## config.mk

```make
export PLATFORM = sky130hd
export DESIGN_NAME = datapath_sequencer
export DESIGN_NICKNAME = d
export VERILOG_FILES = /design/src/rtl/datapath_sequencer.sv
export SDC_FILE = /design/constraint.sdc
export NUM_CORES = 1
export LEC_CHECK = 0
export CAP_MARGIN = 20
export CORE_UTILIZATION = 49
export DETAILED_ROUTE_END_ITERATION = 12
export HOLD_SLACK_MARGIN = 0.06
export PLACE_DENSITY = 0.76
export SLEW_MARGIN = 20
export SYNTH_ARGS = -nofsm -noshare
export SYNTH_HDL_FRONTEND = slang
export SYNTH_SLANG_ARGS = --single-unit
export TNS_END_PERCENT = 1
```

## constraint.sdc

```tcl
create_clock -name clk -period 1.9 [get_ports clk]
set_clock_uncertainty 0.05 [all_clocks]
set_input_delay 0.38 -clock clk [delete_from_list [all_inputs] [get_ports clk]]
set_output_delay 0.38 -clock clk [all_outputs]
set_load 0.1 [all_outputs]
```

## src/rtl/datapath_sequencer.sv

```systemverilog
// ---------------------------------------------------------------------------
// datapath_sequencer
//
// Multi-cycle controller for the 8-bit datapath (PC, instruction memory,
// 4x8 register file, ALU, data memory). Each instruction walks through
// FETCH / DECODE / EXEC / [MEM] / [WB]. The block drives the PC advance,
// IR load, register write, memory strobes and mux selects. It also provides
// run / single-step control and hands the data memory port to an external
// loader/debug master between instructions.
//
// Optional feature: define SEQ_BREAKPOINT_EN to add a PC breakpoint unit
// (ports pc_i, bp_addr_i, bp_valid_i, bp_hit_o).
//
// Parameters
//   MEM_WAIT  extra cycles spent in MEM for slow data memory (0..7)
//   RET_W     width of the retired-instruction counter
//
// Ports
//   clk          system clock, rising edge
//   reset        asynchronous, active-low reset
//   run_i        level, free-run instructions while high
//   step_i       one-cycle pulse, run exactly one instruction while not running
//   opcode_i     instruction[7:6], valid from DECODE onward
//   pc_en_o      one-cycle PC advance pulse at instruction end
//   ir_load_o    latch instruction register
//   reg_wr_en_o  register file write enable
//   mem_rd_o     data memory read strobe
//   mem_wr_o     data memory write strobe
//   alu_src_o    ALU B operand: 0 register, 1 zero-extended immediate
//   wb_src_o     write-back source: 0 ALU result, 1 memory data
//   mem_sel_o    data memory port owner: 0 core, 1 external
//   ext_req_i    external master requests the memory port (level)
//   ext_done_i   external master releases the port
//   ext_gnt_o    grant to the external master
//   busy_o       high in every state except IDLE
//   state_o      current state encoding
//   retired_o    count of completed instructions (wraps)
//   pc_i         (breakpoint) current PC value
//   bp_addr_i    (breakpoint) breakpoint address
//   bp_valid_i   (breakpoint) breakpoint armed
//   bp_hit_o     (breakpoint) run stopped at the breakpoint
// ---------------------------------------------------------------------------
module datapath_sequencer #(
    parameter int unsigned MEM_WAIT = 0,
    parameter int unsigned RET_W    = 16
) (
    input  logic             clk,
    input  logic             reset,
    input  logic             run_i,
    input  logic             step_i,
    input  logic [1:0]       opcode_i,
    output logic             pc_en_o,
    output logic             ir_load_o,
    output logic             reg_wr_en_o,
    output logic             mem_rd_o,
    output logic             mem_wr_o,
    output logic             alu_src_o,
    output logic             wb_src_o,
    output logic             mem_sel_o,
    input  logic             ext_req_i,
    input  logic             ext_done_i,
    output logic             ext_gnt_o,
    output logic             busy_o,
    output logic [2:0]       state_o,
    output logic [RET_W-1:0] retired_o
`ifdef SEQ_BREAKPOINT_EN
    ,
    input  logic [7:0]       pc_i,
    input  logic [7:0]       bp_addr_i,
    input  logic             bp_valid_i,
    output logic             bp_hit_o
`endif
);

    typedef enum logic [2:0] {
        ST_IDLE   = 3'd0,
        ST_FETCH  = 3'd1,
        ST_DECODE = 3'd2,
        ST_EXEC   = 3'd3,
        ST_MEM    = 3'd4,
        ST_WB     = 3'd5,
        ST_EXT    = 3'd6
    } state_t;

    typedef enum logic [1:0] {
        OP_RTYPE = 2'b00,
        OP_ITYPE = 2'b01,
        OP_LOAD  = 2'b10,
        OP_STORE = 2'b11
    } opcode_t;

    typedef struct packed {
        logic pc_en;
        logic ir_load;
        logic reg_wr_en;
        logic mem_rd;
        logic mem_wr;
        logic alu_src;
        logic wb_src;
        logic mem_sel;
        logic ext_gnt;
        logic busy;
    } ctrl_t;

    // Last MEM cycle index; MEM lasts MEM_WAIT+1 cycles.
    localparam logic [2:0] WAIT_LAST = 3'(MEM_WAIT);

    state_t           state_q, state_d;
    opcode_t          op_q, op_d;
    logic [2:0]       wait_q, wait_d;
    ctrl_t            ctrl_q;
    logic             step_pending_q;
    logic             step_take;
    logic [RET_W-1:0] retired_q;
    logic             run_eff;
    logic             take_boundary;
    state_t           boundary_state;

`ifdef SEQ_BREAKPOINT_EN
    logic bp_hit_q;
    logic bp_match;
    logic boundary_bp;

    assign bp_match = bp_valid_i && (pc_i == bp_addr_i);
    // A pending breakpoint hit masks run_i until run_i drops or a step arrives.
    assign run_eff  = run_i && !bp_hit_q;
    assign bp_hit_o = bp_hit_q;
`else
    assign run_eff  = run_i;
`endif

    // Instruction-boundary decision: external master first, then free-run.
    // Shared by IDLE and by the last cycle of every instruction.
    always_comb begin
        // NOTE: every variable gets a default before the branches so no latch is inferred.
        boundary_state = ST_IDLE;
`ifdef SEQ_BREAKPOINT_EN
        boundary_bp    = 1'b0;
`endif
        if (ext_req_i) begin
            boundary_state = ST_EXT;
        end else if (run_eff) begin
`ifdef SEQ_BREAKPOINT_EN
            if (bp_match) boundary_bp = 1'b1;
            else          boundary_state = ST_FETCH;
`else
            boundary_state = ST_FETCH;
`endif
        end
    end

    // Next-state logic.
    always_comb begin
        state_d       = state_q;
        op_d          = op_q;
        wait_d        = 3'd0;
        step_take     = 1'b0;
        take_boundary = 1'b0;
        case (state_q)
            ST_IDLE: begin
                // A pending step bypasses the breakpoint; external request still wins.
                if (!ext_req_i && step_pending_q) begin
                    state_d   = ST_FETCH;
                    step_take = 1'b1;
                end else begin
                    take_boundary = 1'b1;
                end
            end
            ST_FETCH:  state_d = ST_DECODE;
            ST_DECODE: begin
                op_d    = opcode_t'(opcode_i);
                state_d = ST_EXEC;
            end
            ST_EXEC: begin
                if (op_q == OP_LOAD || op_q == OP_STORE) state_d = ST_MEM;
                else                                     state_d = ST_WB;
            end
            ST_MEM: begin
                if (wait_q == WAIT_LAST) begin
                    if (op_q == OP_LOAD) state_d = ST_WB;
                    else                 take_boundary = 1'b1;
                end else begin
                    wait_d = wait_q + 3'd1;
                end
            end
            ST_WB:  take_boundary = 1'b1;
            ST_EXT: if (ext_done_i) state_d = ST_IDLE;
            default: state_d = ST_IDLE;   // unused encoding 7
        endcase
        if (take_boundary) state_d = boundary_state;
    end

    // Control word for a given state; registered so outputs never see inputs.
    function automatic ctrl_t decode_ctrl(input state_t s, input opcode_t op,
                                          input logic [2:0] w);
        ctrl_t c;
        c      = '0;
        c.busy = (s != ST_IDLE);
        case (s)
            ST_FETCH: c.ir_load = 1'b1;
            ST_EXEC:  c.alu_src = (op != OP_RTYPE);
            ST_MEM: begin
                c.alu_src = 1'b1;
                c.mem_rd  = (op == OP_LOAD);
                c.mem_wr  = (op == OP_STORE);
                c.pc_en   = (op == OP_STORE) && (w == WAIT_LAST);
            end
            ST_WB: begin
                c.reg_wr_en = 1'b1;
                c.pc_en     = 1'b1;
                c.wb_src    = (op == OP_LOAD);
                c.alu_src   = (op != OP_RTYPE);
            end
            ST_EXT: begin
                c.ext_gnt = 1'b1;
                c.mem_sel = 1'b1;
            end
            default: ;
        endcase
        return c;
    endfunction

    always_ff @(posedge clk or negedge reset) begin
        // NOTE: every flop here is control state and must start known, so all are in the reset branch.
        if (!reset) begin
            state_q        <= ST_IDLE;
            op_q           <= OP_RTYPE;
            wait_q         <= 3'd0;
            ctrl_q         <= '0;
            step_pending_q <= 1'b0;
            retired_q      <= '0;
`ifdef SEQ_BREAKPOINT_EN
            bp_hit_q       <= 1'b0;
`endif
        end else begin
            // NOTE: non-blocking assignments so every flop samples pre-edge values.
            state_q <= state_d;
            op_q    <= op_d;
            wait_q  <= wait_d;
            ctrl_q  <= decode_ctrl(state_d, op_d, wait_d);

            // A new step has priority over consumption so back-to-back steps are not lost.
            if (step_i && !run_eff) step_pending_q <= 1'b1;
            else if (step_take)     step_pending_q <= 1'b0;

            // Count on the cycle the PC-advance pulse is visible.
            if (ctrl_q.pc_en) retired_q <= retired_q + RET_W'(1);

`ifdef SEQ_BREAKPOINT_EN
            if (take_boundary && boundary_bp) bp_hit_q <= 1'b1;
            else if (!run_i || step_i)        bp_hit_q <= 1'b0;
`endif
        end
    end

    assign pc_en_o     = ctrl_q.pc_en;
    assign ir_load_o   = ctrl_q.ir_load;
    assign reg_wr_en_o = ctrl_q.reg_wr_en;
    assign mem_rd_o    = ctrl_q.mem_rd;
    assign mem_wr_o    = ctrl_q.mem_wr;
    assign alu_src_o   = ctrl_q.alu_src;
    assign wb_src_o    = ctrl_q.wb_src;
    assign mem_sel_o   = ctrl_q.mem_sel;
    assign ext_gnt_o   = ctrl_q.ext_gnt;
    assign busy_o      = ctrl_q.busy;
    assign state_o     = state_q;
    assign retired_o   = retired_q;

endmodule

```

==> tab_implementation.tex, run 1 <==
\begin{tabular}{lr}
\hline
Metric & Value \\
\hline
\multicolumn{2}{l}{\textbf{Outcome}} \\
\quad Status & complete, no violations \\
\multicolumn{2}{l}{\textbf{Setup path}} \\
\quad Class of the most critical setup path & flip-flop to flip-flop \\
\quad Endpoint kind of the worst setup timing path & flip-flop \\
\quad Required @ worst endpoint & 2.12 ns \\
\quad Crit start category & flip-flop \\
\quad Crit Path Max Fanout & 9 \\
\quad Data arrival, critical path & 2.06 ns \\
\multicolumn{2}{l}{\textbf{Yosys}} \\
\quad Post-synthesis sequential area ratio & 53.1\% \\
\quad Count of unique library cells instantiated by Yosys & 42 \\
\quad Most instantiated cells after synthesis & dfrtp\_1 (34), nand2\_1 (10), xnor2\_1 (10) \\
\quad Post-synthesis sequential element count & 34 \\
\quad Mapped Nets & 158 \\
\quad Cells taking the most area after synthesis & dfrtp\_1 (53\%), xnor2\_1 (5.5\%), xor2\_1 (3.3\%) \\
\quad Yosys warning count & 0 \\
\quad Mean area per synthesized cell & 10.9 um\^{}2 \\
\quad Most instantiated library cell after synthesis & dfrtp\_1 \\
\quad Post-synth EDFFs & 0 \\
\quad Post-synth top flop & dfrtp\_1 \\
\quad Asr flop ratio synth & 100\% \\
\quad Instance count of the mapped netlist & 147 \\
\quad Biggest area consumer among synthesized cells & dfrtp\_1 \\
\quad Post-synth top area share & 53.1\% \\
\quad Cell Area, Synth & 1600 um\^{}2 \\
\multicolumn{2}{l}{\textbf{Drt}} \\
\quad Number of nets still failing antenna checks after routing & 0 \\
\quad DRC violation count after routing & 0 \\
\quad Post-Route WL & 3480 um \\
\quad Vias & 1260 \\
\quad Initial DRC Count & 40 \\
\quad Detailed-routing iteration count for the pre-antenna-repair pass & 4 \\
\quad Via density & 5.21 \\
\quad Average wire length per cell after detail routing & 14.4 um \\
\multicolumn{2}{l}{\textbf{CTS}} \\
\quad Num CTS Buffers & 5 \\
\quad Hold Buf Count CTS & 0 \\
\quad \# clock sinks & 34 \\
\quad H-Tree Depth & 2 \\
\quad Clock Root Buffer & clkbuf\_4 \\
\quad Clk Latency, worst-skew pair & 0.34 ns \\
\quad Clock transition at path regs & 0.11 ns \\
\quad Max clock buf depth & 2 \\
\quad TritonCTS clock tree & built \\
\multicolumn{2}{l}{\textbf{Place}} \\
\quad GPL Wtd Cong & 0.841 \\
\quad Half-perimeter wire length after placement & 2710 um \\
\quad Input/output buffers & 36 \\
\multicolumn{2}{l}{\textbf{Global route}} \\
\quad GR Overflow Total & 0 \\
\quad Number of global-route vias before repair & 1341 \\
\quad Overall fraction of global-route tracks in use & 23.6\% \\
\quad Maximum number of pins on one net before global-route repair & 35 \\
\quad Wire length of the first global-routing pass & 5900 um \\
\quad Initial antenna violation count & 0 \\
\multicolumn{2}{l}{\textbf{Floorplan}} \\
\quad Initial core utilization & 52.1\% \\
\quad Core Footprint & 3080 um\^{}2 \\
\quad FP Rows & 20 \\
\quad Die area & 3500 um\^{}2 \\
\quad Vertical die dimension & 59.2 um \\
\quad Ports placed on the boundary & 37 \\
\quad Die W & 59.2 um \\
\multicolumn{2}{l}{\textbf{STA}} \\
\quad Final-report setup violation count & 0 \\
\quad Hold violation count in the final report & 0 \\
\quad Max-slew violations & 0 \\
\quad Relative slew slack & 71.9\% \\
\quad Final min period & 1.84 ns \\
\quad Setup total negative slack & 0 ns \\
\quad Tightest Pin Transition & 0.421 ns \\
\quad Setup repair after global routing missed its margin & true \\
\quad Maximum frequency from static timing analysis & 0.543 GHz \\
\quad Post-route clock period utilization & 96.8\% \\
\multicolumn{2}{l}{\textbf{Cells and area}} \\
\quad \# nets final & 208 \\
\quad Layout area overhead & 51.8\% \\
\quad Fraction of the core area covered by cells at the end of the flow & 79.1\% \\
\quad Share of layout cells above drive strength 1 & 36.4\% \\
\quad Total inserted antenna cells & 0 \\
\multicolumn{2}{l}{\textbf{Power}} \\
\quad Maximum vdd ir drop & 993 uV \\
\quad Power per cell area & 1680 nW/um\^{}2 \\
\quad LEAKAGE & 1.08 nW \\
\multicolumn{2}{l}{\textbf{Flow run}} \\
\quad Number of maximum-capacitance constraint violations & 0 \\
\multicolumn{2}{l}{\textbf{Worst hold path}} \\
\quad Hold crit path type & input pin to asynchronous set/reset pin \\
\hline
\end{tabular}
cell usage in the layout (no fill, tap or decap), types with 2 or more instances in the layout:
cell type / n
inv_2: 2
o21ai_0: 8
dfrtp_4: 3
and3_1: 3
inv_1: 5
clkinv_2: 2
nand4_1: 4
and2_1: 3
nand2b_1: 6
nor2_1: 8
mux2_2: 2
ha_1: 2
nand3_1: 4
clkbuf_4: 5
buf_12: 29
mux2i_1: 3
dfrtp_1: 21
buf_4: 11
nor3_1: 3
xor2_1: 6
a21oi_1: 7
nor2b_1: 2
xnor2_1: 10
dfrtp_2: 10
clkdlybuf4s50_1: 7
nand2_1: 10
path summary, 6_finish.rpt:
kind                                startpoint              to  slack, ns  cells after the start
worst max-delay path                state_o[0]         pc_en_o       0.06                      5
min in group clk                step_pending_q  step_pending_q       0.47                      2
worst max register to register      state_o[0]         pc_en_o       0.06                      5
worst min register to register  step_pending_q  step_pending_q       0.47                      2
worst min-delay path                     reset         op_q[1]       0.39                      2
max in group asynchronous                reset      state_o[0]       1.06                      2
registers in the layout, indices dropped and copies added, names as in the netlist, 2 cells and up:
| register | flops |
|---|---|
| op_q | 2 |
| retired_o | 16 |
| state_o | 3 |
| wait_q | 3 |
where the power goes:
group | switching, mW | leakage (nW) | internal, mW
Sequential | 0.289 | 0.428 | 0.936
Combinational | 1.54 | 0.619 | 0.956
Clock | 0.234 | 0.0320 | 0.141
Total | 2.06 | 1.08 | 2.03
kinds of logic after synthesis:
family	after synthesis	synth area share [%]
buffers and inverters	11	3.98
adders and majority gates	3	2.34
and+or+nand+nor	51	17.8
muxes	5	3.28
xor gates and xnor gates	16	8.74
AOI/OAI and AO/OA	27	10.8
DFF	34	53.1
layer usage:
layer / part of all wire, % / up-vias / GRT usage, %
met4: 1.0 / 0 / 9.18
met1: 38 / 601 / 25.8
met2: 56 / 50 / 42.9
met5: 0 / - / 0
li1: - / 605 / -
met3: 4.5 / 4 / 6.55
area by class of cell:
cell class | instances | area [um^2]
fill | 202 | 644
timing repair buffer | 47 | 733
multi-input combinational | 102 | 693
inverter | 7 | 26.3
sequential | 34 | 875
tap | 44 | 55.1
clock inverter | 2 | 10.0
clock buffer | 6 | 41.3
stage by stage:
stage               std cells  power, mW  hold WS, ns  cell area, um^2  setup slack [ns]
floorplan                 147       2.82       0.0344             1630           -0.0661
global placement          232       3.70        0.422             2360           -0.0593
detailed placement        232       3.74        0.441             2360           -0.0958
CTS                       240       4.13        0.392             2410           0.00222
global route              242       4.30        0.422             2430          -0.00131
finish                    242       4.10        0.392             2430            0.0600
worst max-delay path, stage by stage, from the launching register on:
cell	delay (ns)
dfrtp_4	0.53
and2b_2	0.25
o21ai_1	0.09
a221o_1	0.32
or3_4	0.41
o21bai_2	0.14
timing repair:
action | CTS | global route
setup buffers | 0 | 2
gates resized for setup | 0 | 2
endpoints found under the setup margin | 0 | 5
Note: power is estimated with default switching activity, not from simulation.
==> inputs of run 2 (changes only) <==
- CORE_UTILIZATION: 49 -> 44
- PLACE_DENSITY: 0.76 -> 0.72
- clock period: 1.9 -> 1.48 ns (I/O delays scaled with it)
==> tab_implementation.tex, run 2 (synthesis gave the netlist of run 1 again) <==
\begin{tabular}{lr}
\hline
Metric & Value \\
\hline
\multicolumn{2}{l}{\textbf{Global route}} \\
\quad Wire length of the first global-routing pass & 7380 um \\
\quad GR Overflow Total & 0 \\
\quad Overall fraction of global-route tracks in use & 25.1\% \\
\quad Number of global-route vias before repair & 1538 \\
\quad Maximum number of pins on one net before global-route repair & 35 \\
\quad Initial antenna violation count & 0 \\
\multicolumn{2}{l}{\textbf{Cells and area}} \\
\quad Share of layout cells above drive strength 1 & 53.7\% \\
\quad Total inserted antenna cells & 0 \\
\quad Fraction of the core area covered by cells at the end of the flow & 83.3\% \\
\quad Layout area overhead & 77.6\% \\
\quad Fill cell total of the finished layout & 182 \\
\quad Most used cells in the layout excluding fill and tap cells & buf\_4 (32), buf\_12 (30), dfrtp\_1 (21) \\
\quad Max FFs per register & 16 \\
\quad \# nets final & 239 \\
\quad Leading cell type in the layout, fill and taps excluded & buf\_4 \\
\quad Fin area & 2850 um\^{}2 \\
\multicolumn{2}{l}{\textbf{STA}} \\
\quad Max-slew violations & 0 \\
\quad Maximum frequency from static timing analysis & 0.562 GHz \\
\quad Post-route clock period utilization & 120\% \\
\quad Final min period & 1.78 ns \\
\quad Setup repair after global routing missed its margin & true \\
\quad Final-report setup violation count & 13 \\
\quad Tightest Pin Transition & 0.250 ns \\
\quad Relative slew slack & 83.1\% \\
\quad Hold violation count in the final report & 0 \\
\quad Worst setup slack after layout & -0.301 ns \\
\multicolumn{2}{l}{\textbf{Drt}} \\
\quad Average wire length per cell after detail routing & 16.1 um \\
\quad Via density & 5.23 \\
\quad Post-Route WL & 4430 um \\
\quad DRC violation count after routing & 0 \\
\quad Vias & 1437 \\
\quad Detailed-routing iteration count for the pre-antenna-repair pass & 4 \\
\quad Initial DRC Count & 89 \\
\quad Number of nets still failing antenna checks after routing & 0 \\
\multicolumn{2}{l}{\textbf{Setup path}} \\
\quad Crit Path Max Fanout & 5 \\
\quad Endpoint kind of the worst setup timing path & flip-flop \\
\quad Required @ worst endpoint & 1.69 ns \\
\quad Class of the most critical setup path & flip-flop to flip-flop \\
\quad Maximum single-stage delay on the critical path & 0.53 ns \\
\quad Slack of the worst reg-to-reg path & -0.30 ns \\
\quad Origin of the critical flop-to-flop path & state\_o[0] \\
\quad Critical-path cell with the highest stage delay & dfrtp\_4 \\
\quad Chain of cells forming the critical path & and2b\_2 -> o21ai\_2 -> a221o\_1 -> or3\_4 -> o21bai\_4 \\
\quad Data arrival, critical path & 1.99 ns \\
\quad Launching instance or port of the critical path & state\_o[0] \\
\quad Crit start category & flip-flop \\
\multicolumn{2}{l}{\textbf{Floorplan}} \\
\quad Initial core utilization & 46.9\% \\
\quad FP Rows & 21 \\
\quad Core Footprint & 3420 um\^{}2 \\
\quad Die area & 3890 um\^{}2 \\
\quad Die W & 62.4 um \\
\quad Vertical die dimension & 62.4 um \\
\quad Ports placed on the boundary & 37 \\
\multicolumn{2}{l}{\textbf{Power}} \\
\quad Maximum vdd ir drop & 1720 uV \\
\quad Total power draw & 6.10 mW \\
\quad Power per cell area & 2140 nW/um\^{}2 \\
\quad LEAKAGE & 1.28 nW \\
\multicolumn{2}{l}{\textbf{CTS}} \\
\quad Clk Latency, worst-skew pair & 0.34 ns \\
\quad Max clock buf depth & 2 \\
\quad Clock transition at path regs & 0.11 ns \\
\quad H-Tree Depth & 2 \\
\quad Num CTS Buffers & 5 \\
\quad Clock Root Buffer & clkbuf\_4 \\
\quad TritonCTS clock tree & built \\
\quad \# clock sinks & 34 \\
\multicolumn{2}{l}{\textbf{Outcome}} \\
\quad Status & finished, violations left \\
\quad Failing checks & setup timing \\
\multicolumn{2}{l}{\textbf{Place}} \\
\quad Input/output buffers & 36 \\
\quad GPL Wtd Cong & 0.815 \\
\quad Half-perimeter wire length after placement & 3110 um \\
\quad Post-DP Area & 2610 um\^{}2 \\
\multicolumn{2}{l}{\textbf{Flow run}} \\
\quad Number of maximum-capacitance constraint violations & 0 \\
\multicolumn{2}{l}{\textbf{Worst hold path}} \\
\quad Hold crit path type & input pin to asynchronous set/reset pin \\
\hline
\end{tabular}
[run 2: changes by cell type in the layout (fill, tap and decap cells not counted), sizes merged]
cell	change
clkinv	-1
buf	+31
clkbuf	+1
[run 2: final timing paths]
check,endpoint,depth (start not counted)
min in group clk,step_pending_q,3
worst min register to register,step_pending_q,2
worst max register to register,pc_en_o,5
worst max-delay path,pc_en_o,5
worst min-delay path,retired_o[13],2
max in group asynchronous,pc_en_o,2
[run 2: per-layer routing]
metal | vias to the layer above | share of wire [%] | global-route usage (%)
li1 | 667 | - | -
met1 | 714 | 40 | 27.2
met2 | 46 | 52 | 45.2
met3 | 10 | 4.9 | 7.35
met4 | 0 | 2.7 | 10.8
met5 | - | 0 | 0
[run 2: where the power goes]
group	leakage (nW)	internal [mW]	switching (mW)	total (mW)
sequential	0.428	1.22	0.254	1.47
combinational	0.819	1.72	2.36	4.08
clock	0.0353	0.230	0.318	0.548
total	1.28	3.17	2.93	6.10
[run 2: per-stage QoR]
| stage | hold WS [ns] | setup WS [ns] | setup TNS [ns] | instances |
|---|---|---|---|---|
| 6_report | 0.271 | -0.301 | -1.86 | 275 |
| 2_1_floorplan | -0.0496 | -0.446 | -4.14 | 147 |
| 5_1_grt | 0.272 | -0.341 | -2.86 | 275 |
| 3_3_place_gp | 0.441 | -0.335 | -2.12 | 263 |
| 4_1_cts | 0.280 | -0.278 | -1.77 | 275 |
| 3_5_place_dp | 0.451 | -0.399 | -2.67 | 263 |
[run 2: cell type report]
cell class | count | area (um^2) | share of cell area, %
Clock buffer | 7 | 55.1 | 1.93
Timing Repair Buffer | 78 | 1010 | 35.6
Clock inverter | 1 | 5.00 | 0.176
Sequential cell | 34 | 882 | 31.0
Inverter | 7 | 26.3 | 0.923
Multi-Input combinational cell | 102 | 808 | 28.4
Tap cell | 46 | 57.6 | 2.02
[run 2: timing repair]
action / CTS / global route
pin swaps: 8 / 6
cloned: 0 / 0
setup endpoints to repair: 18 / 26
gates resized for setup: 19 / 17
setup buffers: 5 / 0
hold buffers: 0 / 0
[run 2: worst max-delay path: cells and delay by family (launching register included)]
kind            cells  cell delay (ns)
simple gates        2             0.63
compound gates      3             0.49
flops               1             0.53
==> inputs of run 3 (changes only) <==
- CAP_MARGIN: 20 -> 15
==> results of run 3 <==
No change in the layout: final DEF, timing and power equal those of run 2.
